--- config.mk ---
export PLATFORM = sky130hd
export DESIGN_NAME = mcd_mem_arb
export DESIGN_NICKNAME = d
export VERILOG_FILES = /design/src/rtl/mcd_mem_arb.sv
export SDC_FILE = /design/constraint.sdc
export NUM_CORES = 1
export LEC_CHECK = 0
export CAP_MARGIN = 15
export CORE_MARGIN = 2
export CORE_UTILIZATION = 25
export CTS_CLUSTER_SIZE = 25
export DETAILED_ROUTE_END_ITERATION = 8
export HOLD_SLACK_MARGIN = 0.05
export PLACE_DENSITY = 0.47
export SKIP_CTS_REPAIR_TIMING = 1
export SYNTH_ARGS = -nofsm -noshare
export SYNTH_HDL_FRONTEND = slang
export SYNTH_SLANG_ARGS = --single-unit
--- constraint.sdc ---
create_clock -name clk_asic -period 4.7 [get_ports clk_asic]
set_input_delay 0.94 -clock clk_asic [delete_from_list [all_inputs] [get_ports clk_asic]]
set_output_delay 0.94 -clock clk_asic [all_outputs]
set_load 0.02 [all_outputs]
--- src/rtl/mcd_mem_arb.sv ---
// rtl/mcd_mem_arb.sv - shared memory port arbiter for sub-CPU and CDC DMA
// CDC DMA words are posted into a 4-entry FIFO and drained whenever the sub-CPU is not using the port.

module mcd_mem_arb #(
    parameter int AW         = 19,
    parameter int STARVE_MAX = 8
) (
    input  logic          clk_asic,
    input  logic          rst,
    input  logic          i_sub_req,
    input  logic          i_sub_we,
    input  logic [AW-1:0] i_sub_addr,
    input  logic [15:0]   i_sub_di,
    output logic [15:0]   o_sub_do,
    output logic          o_sub_ack,
    input  logic          i_dma_push,
    input  logic [AW-1:0] i_dma_addr,
    input  logic [15:0]   i_dma_di,
    output logic          o_dma_full,
    output logic          o_dma_empty,
    output logic          o_mem_req,
    output logic          o_mem_we,
    output logic [AW-1:0] o_mem_addr,
    output logic [15:0]   o_mem_di,
    input  logic [15:0]   i_mem_do,
    input  logic          i_mem_ack
);

    typedef enum logic [1:0] {
        ST_IDLE,
        ST_SUB,
        ST_DMA
    } state_t;

    localparam logic [3:0] STARVE_LIM = 4'(STARVE_MAX);

    state_t        r_state;
    state_t        w_state_nxt;

    logic [AW-1:0] r_fifo_addr [4];
    logic [15:0]   r_fifo_data [4];
    logic [1:0]    r_wr_ptr;
    logic [1:0]    r_rd_ptr;
    logic [2:0]    r_count;
    logic [3:0]    r_starve;

    logic          r_mem_req;
    logic          r_mem_we;
    logic [AW-1:0] r_mem_addr;
    logic [15:0]   r_mem_di;
    logic          r_sub_ack;
    logic [15:0]   r_sub_do;
    logic          r_dma_full;
    logic          r_dma_empty;

    logic [1:0]    w_off [4];
    logic [3:0]    w_match;
    logic          w_hazard;
    logic          w_full;
    logic          w_nonempty;
    logic          w_starved;
    logic          w_sub_ok;
    logic          w_dma_ok;
    logic          w_grant_sub;
    logic          w_grant_dma;
    logic          w_pop;
    logic          w_push;
    logic [2:0]    w_count_nxt;

    // An entry is live when its distance from the read pointer is below the count.
    for (genvar g = 0; g < 4; g++) begin : g_slot
        assign w_off[g]   = 2'(g) - r_rd_ptr;
        assign w_match[g] = ({1'b0, w_off[g]} < r_count) && (r_fifo_addr[g] == i_sub_addr);
    end

    assign w_hazard   = i_sub_req && (w_match != 4'd0);
    assign w_full     = (r_count == 3'd4);
    assign w_nonempty = (r_count != 3'd0);
    assign w_starved  = (r_starve == STARVE_LIM);

    // The sub_req level seen during the sub_ack cycle still belongs to the finished access.
    assign w_sub_ok = i_sub_req && !r_sub_ack && !w_hazard && !w_full && (r_starve < STARVE_LIM);
    assign w_dma_ok = w_nonempty && (!i_sub_req || w_hazard || w_full || w_starved);

    assign w_pop       = (r_state == ST_DMA) && i_mem_ack;
    assign w_push      = i_dma_push && (!w_full || w_pop);
    assign w_count_nxt = r_count + {2'b00, w_push} - {2'b00, w_pop};

    always_ff @(posedge clk_asic) begin
        if (rst) begin
            r_state <= ST_IDLE;
        end else begin
            r_state <= w_state_nxt;
        end
    end

    always_comb begin
        w_state_nxt = r_state;
        w_grant_sub = 1'b0;
        w_grant_dma = 1'b0;
        case (r_state)
            ST_IDLE: begin
                if (w_dma_ok) begin
                    w_state_nxt = ST_DMA;
                    w_grant_dma = 1'b1;
                end else if (w_sub_ok) begin
                    w_state_nxt = ST_SUB;
                    w_grant_sub = 1'b1;
                end
            end
            ST_SUB: begin
                if (i_mem_ack) begin
                    w_state_nxt = ST_IDLE;
                end
            end
            ST_DMA: begin
                if (i_mem_ack) begin
                    w_state_nxt = ST_IDLE;
                end
            end
            default: begin
                w_state_nxt = ST_IDLE;
            end
        endcase
    end

    // Storage needs no reset: pointers and count define which entries are live.
    always_ff @(posedge clk_asic) begin
        if (w_push) begin
            r_fifo_addr[r_wr_ptr] <= i_dma_addr;
            r_fifo_data[r_wr_ptr] <= i_dma_di;
        end
    end

    always_ff @(posedge clk_asic) begin
        if (rst) begin
            r_wr_ptr    <= 2'd0;
            r_rd_ptr    <= 2'd0;
            r_count     <= 3'd0;
            r_starve    <= 4'd0;
            r_mem_req   <= 1'b0;
            r_mem_we    <= 1'b0;
            r_mem_addr  <= '0;
            r_mem_di    <= 16'd0;
            r_sub_ack   <= 1'b0;
            r_sub_do    <= 16'd0;
            r_dma_full  <= 1'b0;
            r_dma_empty <= 1'b1;
        end else begin
            if (w_push) begin
                r_wr_ptr <= r_wr_ptr + 2'd1;
            end
            if (w_pop) begin
                r_rd_ptr <= r_rd_ptr + 2'd1;
            end
            r_count     <= w_count_nxt;
            r_dma_full  <= (w_count_nxt == 3'd4);
            r_dma_empty <= (w_count_nxt == 3'd0);

            if (!w_nonempty || w_grant_dma) begin
                r_starve <= 4'd0;
            end else if (w_grant_sub && !w_starved) begin
                r_starve <= r_starve + 4'd1;
            end

            if (w_grant_sub) begin
                r_mem_req  <= 1'b1;
                r_mem_we   <= i_sub_we;
                r_mem_addr <= i_sub_addr;
                r_mem_di   <= i_sub_di;
            end else if (w_grant_dma) begin
                r_mem_req  <= 1'b1;
                r_mem_we   <= 1'b1;
                r_mem_addr <= r_fifo_addr[r_rd_ptr];
                r_mem_di   <= r_fifo_data[r_rd_ptr];
            end else if (i_mem_ack && (r_state != ST_IDLE)) begin
                r_mem_req <= 1'b0;
            end

            r_sub_ack <= (r_state == ST_SUB) && i_mem_ack;
            if ((r_state == ST_SUB) && i_mem_ack) begin
                r_sub_do <= i_mem_do;
            end
        end
    end

    assign o_mem_req   = r_mem_req;
    assign o_mem_we    = r_mem_we;
    assign o_mem_addr  = r_mem_addr;
    assign o_mem_di    = r_mem_di;
    assign o_sub_ack   = r_sub_ack;
    assign o_sub_do    = r_sub_do;
    assign o_dma_full  = r_dma_full;
    assign o_dma_empty = r_dma_empty;

endmodule

**After elaboration in Yosys (flattened, before gate mapping)**

Memories as Yosys holds them, arrays and structs flattened. A register that Yosys moved wholly into a read port is not among the register bits.
Cells that the tools add are included.

- RAM bits: 140
- Logic and storage cells: 100
- Flip-flop bits (word level): 69
- Memories kept: 2
- Bits of input ports: 92
- Output and inout bits: 56

- Order comparisons: 5
- Multiplexer cells: 24
- Add/subtract/negate cells: 9
- Reductions and logical operators: 36
- Equal/unequal tests: 11

Memory list:

| memory | depth | bits a word | rd ports | clocked after Yosys merged registers in | wr ports | line | source |
|---|---|---|---|---|---|---|---|
| r_fifo_addr | 4 | 19 | 5 | 1 | 1 | 40 | `logic [AW-1:0] r_fifo_addr [4];` |
| r_fifo_data | 4 | 16 | 1 | 1 | 1 | 41 | `logic [15:0] r_fifo_data [4];` |

Operators with widths:

| operator | number |
|---|---|
| $eq 19x19->1 | 4 |
| $mux 19 | 2 |
| $mux 16 | 2 |
| $logic_and 1x1->1 | 15 |
| $mux 2 | 7 |
| $lt 2x3->1 | 4 |
| $mux 1 | 12 |
| $eq 3x3->1 const B | 2 |
| $logic_not 1->1 | 6 |
| $reduce_bool 3->1 | 2 |
| $logic_or 1x1->1 | 5 |
| $add 2x1->2 const B | 2 |
| $add 4x1->4 const B | 1 |
| $eq 4x4->1 const B | 1 |
| $lt 4x4->1 const B | 1 |
| $pmux 2 s2 | 1 |
| $reduce_bool 2->1 | 2 |
| $reduce_bool 4->1 | 1 |
| $reduce_or 2->1 | 2 |
| $sub 1x2->2 const A | 2 |
| $sub 2x2->2 const A | 2 |
| $add 3x1->3 | 1 |
| $logic_not 3->1 | 1 |
| $ne 3x3->1 const B | 1 |
| other kinds (6) | 6 |

**Logic depth before layout (Yosys ltp)**

- Word-level depth: 13
- Mapped depth: 15
- Gate-level depth less buffers: 14

**Least setup slack after synthesis**

Ideal clock, no wire load.

- Path type: input to register
- From: in i_sub_addr[6]
- To: reg r_mem_di[0], in the netlist o_mem_di[0]
- Setup slack: 1713 ps
- Library setup time: 117 ps
- Path buffers: 2
- Stages on the path: 10
- Required time: 4583 ps
- Data arrival time: 2870 ps
- Cell sequence: buf_2 > xor2_1 > nor4_1 > o211ai_1 > or4_4 > nand4_4 > o211ai_4 > buf_6 > mux2_4 > a22o_1

- Cells in the longest elaborated chain, start to end: 12
- Elaborated cells on any way between the ends: 25
- Those cells by class: eq/ne (4); mux (6); reduce/logical (15)

RTL lines:

| what | line | source |
|---|---|---|
| start, declared | 12 | `input logic [AW-1:0] i_sub_addr,` |
| $eq 19x19->1 | 73 | `assign w_match[g] = ({1'b0, w_off[g]} < r_count) && (r_fifo_addr[g] == i_sub_addr);` |
| $logic_and 1x1->1 | 73 |  |
| $reduce_bool 4->1 * | 76 | `assign w_hazard = i_sub_req && (w_match != 4'd0);` |
| $logic_and 1x1->1 * | 76 |  |
| $logic_not 1->1 | 82 | `assign w_sub_ok = i_sub_req && !r_sub_ack && !w_hazard && !w_full && (r_starve < STARVE_LIM);` |
| $logic_and 1x1->1 (3 in a row) | 82 |  |
| $mux 1 | 106 | `end else if (w_sub_ok) begin` |
| $mux 1 | 103 | `if (w_dma_ok) begin` |
| $mux 1 | 101 | `case (r_state)` |
| $mux 16 / $reduce_bool 2->1 (equally long branches) | -- |  |
| end signal, assigned | 170 | `r_mem_di <= i_sub_di;` |
| end signal, assigned | 175 | `r_mem_di <= r_fifo_data[r_rd_ptr];` |
| end, declared | 50 | `logic [15:0] r_mem_di;` |

Every way passes the cells marked *; elsewhere a longest branch is shown, timed or not.
A chain may end at the register's enable or synchronous reset.

**Final worst setup path**

- From: in i_sub_addr[7]
- To: reg r_mem_di[10], in the netlist o_mem_di[10]

The elaborated chain is that of the path after synthesis.

==> results by group <==
Timing
  – Worst Tran Pin Value: between 1 and 1.5 ns
  – Minimum clock period: 3.379 ns
  – Slack of the critical path: 1.321 ns
  – Clock skew: approximately 0.018 ns
  – RSZ-0062 raised after global routing: no
  – Setup violators final: 0
  – Part of the cycle the worst path needs: 0.7190
  – Final Hold Viols: 0
  – Final Max Tran Viols: 0
  – Setup TNS: 0 ns
  – WHS: 0.4537 ns
  – Slew margin rel.: 0.3283
  – Peak Freq: 295.9 MHz

Routing
  – Vias per inst: 4.478
  – Post-route ant nets: 0
  – DR pass1 iterations: 6
  – Post-route DRC: 0
  – Total Routed Length: 25.54 mm
  – Via count: 5,875
  – Initial DRC Count: 368
  – Drt wl/cell: 19.47 um

Critical path
  – Bufs and invs on worst path: 2
  – WP data required: a little over 5 ns
  – Worst-path cell chain: clkdlybuf4s50_1, xor2_1, nor4_1, o211ai_1, or4_4, nand4_4, o211ai_4, buf_4, nand2b_1, a31oi_1
  – CP Max Fanout: between 40 and 50
  – Crit path largest cell delay: 0.53 ns
  – Crit path launch type: primary input
  – CP Data Arrival Time: 3.84 ns
  – Slowest CP cell: clkdlybuf4s50_1
  – Top delay family on crit path: simple AND/OR/NAND/NOR gates
  – Crit. End Element: flop
  – Worst setup path category: in2reg

Synthesis
  – Post-synth top area share: 0.4585
  – Cells after Synth: 688
  – Post-synth top flop: edfxtp_1
  – Synth unique cells: 42
  – Seq cells post-synth: 211
  – Top post-synthesis cells by area: edfxtp_1 (46%), dfxtp_1 (16%), mux4_2 (8.6%)
  – Post-synth ARST share: 0
  – Post-synth top cells: edfxtp_1 (140), nand2_1 (73), dfxtp_1 (71), xnor2_1 (47), xor2_1 (37)
  – Syn nets: 796
  – Avg Cell Area, Syn: 13.33 um^2
  – Cell taking the most area after synthesis: edfxtp_1
  – Cell area after synthesis: 0.009170 mm^2
  – Sequential area share after synthesis: 0.6135
  – Post-synth EDFFs: 140
  – Number of synthesis warnings: 0
  – Most common cell in the netlist: edfxtp_1

Clock tree
  – Worst skew pair latency: approximately 0.54 ns
  – CTS tree: done
  – Clk sinks: 211
  – Longest Clk Path Bufs: 3
  – H-tree depth: 1
  – TritonCTS buffer count: 26
  – Clk root buf: clkbuf_16
  – Worst-path clk slew: 0.06 ns

Power
  – PwrDens: 516.4 mW/mm^2
  – Max IR drop VDD: 0.2508 mV
  – Leak pwr: 3.920 nW

Cells and area
  – Area Growth Syn to Fin: 30.58%
  – Antenna cells: 0
  – Layout cells sized above 1: 0.1209
  – Nets: 932
  – Fillers: between 3,000 and 4,000

Global routing
  – Largest net degree at the start of global routing: 43
  – First-pass GRT wire length: 38.51 mm
  – Vias in the first global route: 6,150
  – Initial antenna violation count: 1
  – Remaining global-route overflow: 0
  – Total track usage: 0.1334

Floorplan
  – Core Region: 0.03635 mm^2
  – Die width: 195.5 um
  – Initial Util: 0.2523
  – Die area: around 0.038 mm^2
  – Row count: 70
  – # IOs: approximately 150
  – Die Ht: 195.5 um

Placement
  – Hpwl dp: 17.67 mm
  – Buffers added on ports: around 150
  – Placer Congestion: 0.7680
  – Dpl ws: 0.7898 ns

Flow run
  – Maximum Capacitance Violations: 0

Outcome
  – Status: complete, no violations

Worst hold path
  – Tightest Hold Check Type: reg2reg
[power by group]
part | switching [mW] | internal [mW]
registers | 0.196 | 2.28
logic | 0.944 | 0.788
clock network | 0.778 | 1.19
total | 1.92 | 4.27
[per-stage QoR]
step | area (um^2) | total power [mW] | std cells | utilization
2_1_floorplan | 9170 | 3.541 | 688 | -
3_3_place_gp | 11130 | 4.284 | 1264 | 0.3061
3_5_place_dp | 11130 | 4.285 | 1264 | 0.3061
4_1_cts | 11970 | 6.294 | 1312 | 0.3294
5_1_grt | 11970 | 6.515 | 1312 | 0.3294
6_report | 11970 | 6.183 | 1312 | 0.3294
[worst reg2reg max path, delay by kind of cell (launching register included)]
family / cells / cell delay (ns)
buffers and inverters: 2 / 0.60
AND/OR/NAND/NOR: 3 / 0.46
AO/OA/AOI/OAI: 4 / 0.99
adder cells (fa/ha/maj): 1 / 0.31
flip-flops: 1 / 0.46
[cells in the final DEF (no fill, tap or decap), types with 3 or more instances in the layout]
| cell type | Yosys | layout |
|---|---|---|
| clkinv_2 | 0 | 3 |
| ha_1 | 15 | 15 |
| a21oi_1 | 24 | 24 |
| buf_4 | 0 | 14 |
| clkbuf_1 | 35 | 8 |
| mux2_4 | 4 | 4 |
| clkbuf_16 | 0 | 27 |
| clkinv_1 | 0 | 4 |
| nor4_1 | 8 | 8 |
| clkdlybuf4s50_1 | 0 | 146 |
| xnor2_1 | 47 | 47 |
| nand2_1 | 73 | 73 |
| mux4_2 | 35 | 35 |
| and2_2 | 0 | 4 |
| a31oi_1 | 30 | 30 |
| and2_1 | 7 | 3 |
| xor2_1 | 37 | 37 |
| nand2b_1 | 32 | 32 |
| o21ai_0 | 3 | 3 |
| a22o_1 | 5 | 5 |
| nand4_1 | 10 | 10 |
| nand3_1 | 33 | 33 |
| o2111ai_1 | 5 | 5 |
| nor2_1 | 18 | 18 |
| inv_1 | 16 | 16 |
| edfxtp_1 | 140 | 140 |
| dfxtp_1 | 71 | 69 |
[final timing paths]
check | from | to | slack [ns] | cells after the start
max | i_sub_addr[7] | o_mem_di[10]$_SDFFE_PP0P_ | 1.32 | 10
max reg2reg | r_count[1]$_SDFF_PP0_ | o_mem_di[10]$_SDFFE_PP0P_ | 1.76 | 10
min reg2reg | o_sub_do[2]$_SDFFE_PP0P_ | o_sub_do[2]$_SDFFE_PP0P_ | 0.45 | 2
min | o_sub_do[2]$_SDFFE_PP0P_ | o_sub_do[2]$_SDFFE_PP0P_ | 0.45 | 2
[cell type report]
class                   instances  area [um^2]  share of cell area
inverters                      16        60.06            0.005016
clock buffers                  37        733.2             0.06123
flip-flops and latches        211         5628              0.4700
clock inverters                11        115.1            0.009613
well taps                     468        585.6             0.04890
multi-input cells             407         3261              0.2723
repair buffers                162         1592              0.1329
[routing by layer]
| layer | routed length (um) | vias up | part of all wire | track usage |
|---|---|---|---|---|
| met5 | 11 | - | 0.00043 | 0 |
| met2 | 11540 | 167 | 0.45 | 0.2156 |
| met1 | 11730 | 2886 | 0.46 | 0.1797 |
| li1 | - | 2777 | - | - |
| met3 | 1645 | 43 | 0.064 | 0.03092 |
| met4 | 611 | 2 | 0.024 | 0.03591 |
[registers in the layout (all words and copies together), names as in the netlist, 2 cells and up, named ones only]
signal and cells:
r_starve 4, o_mem_di 16, r_rd_ptr 2, r_state 2
r_fifo_data 64, r_wr_ptr 2, r_fifo_addr 76, o_sub_do 16
o_mem_addr 19, r_count 3
[kinds of logic after synthesis]
group                    after synthesis  synth area share
multiplexers                          40           0.09374
adder cells (fa/ha/maj)               16           0.02265
flip-flops                           211            0.6135
XOR/XNOR                              84           0.08023
AND/OR/NAND/NOR                      192            0.1048
buffers and inverters                 70           0.03166
AO/OA/AOI/OAI                         75           0.05349
Note: power is estimated with default switching activity, not from simulation.
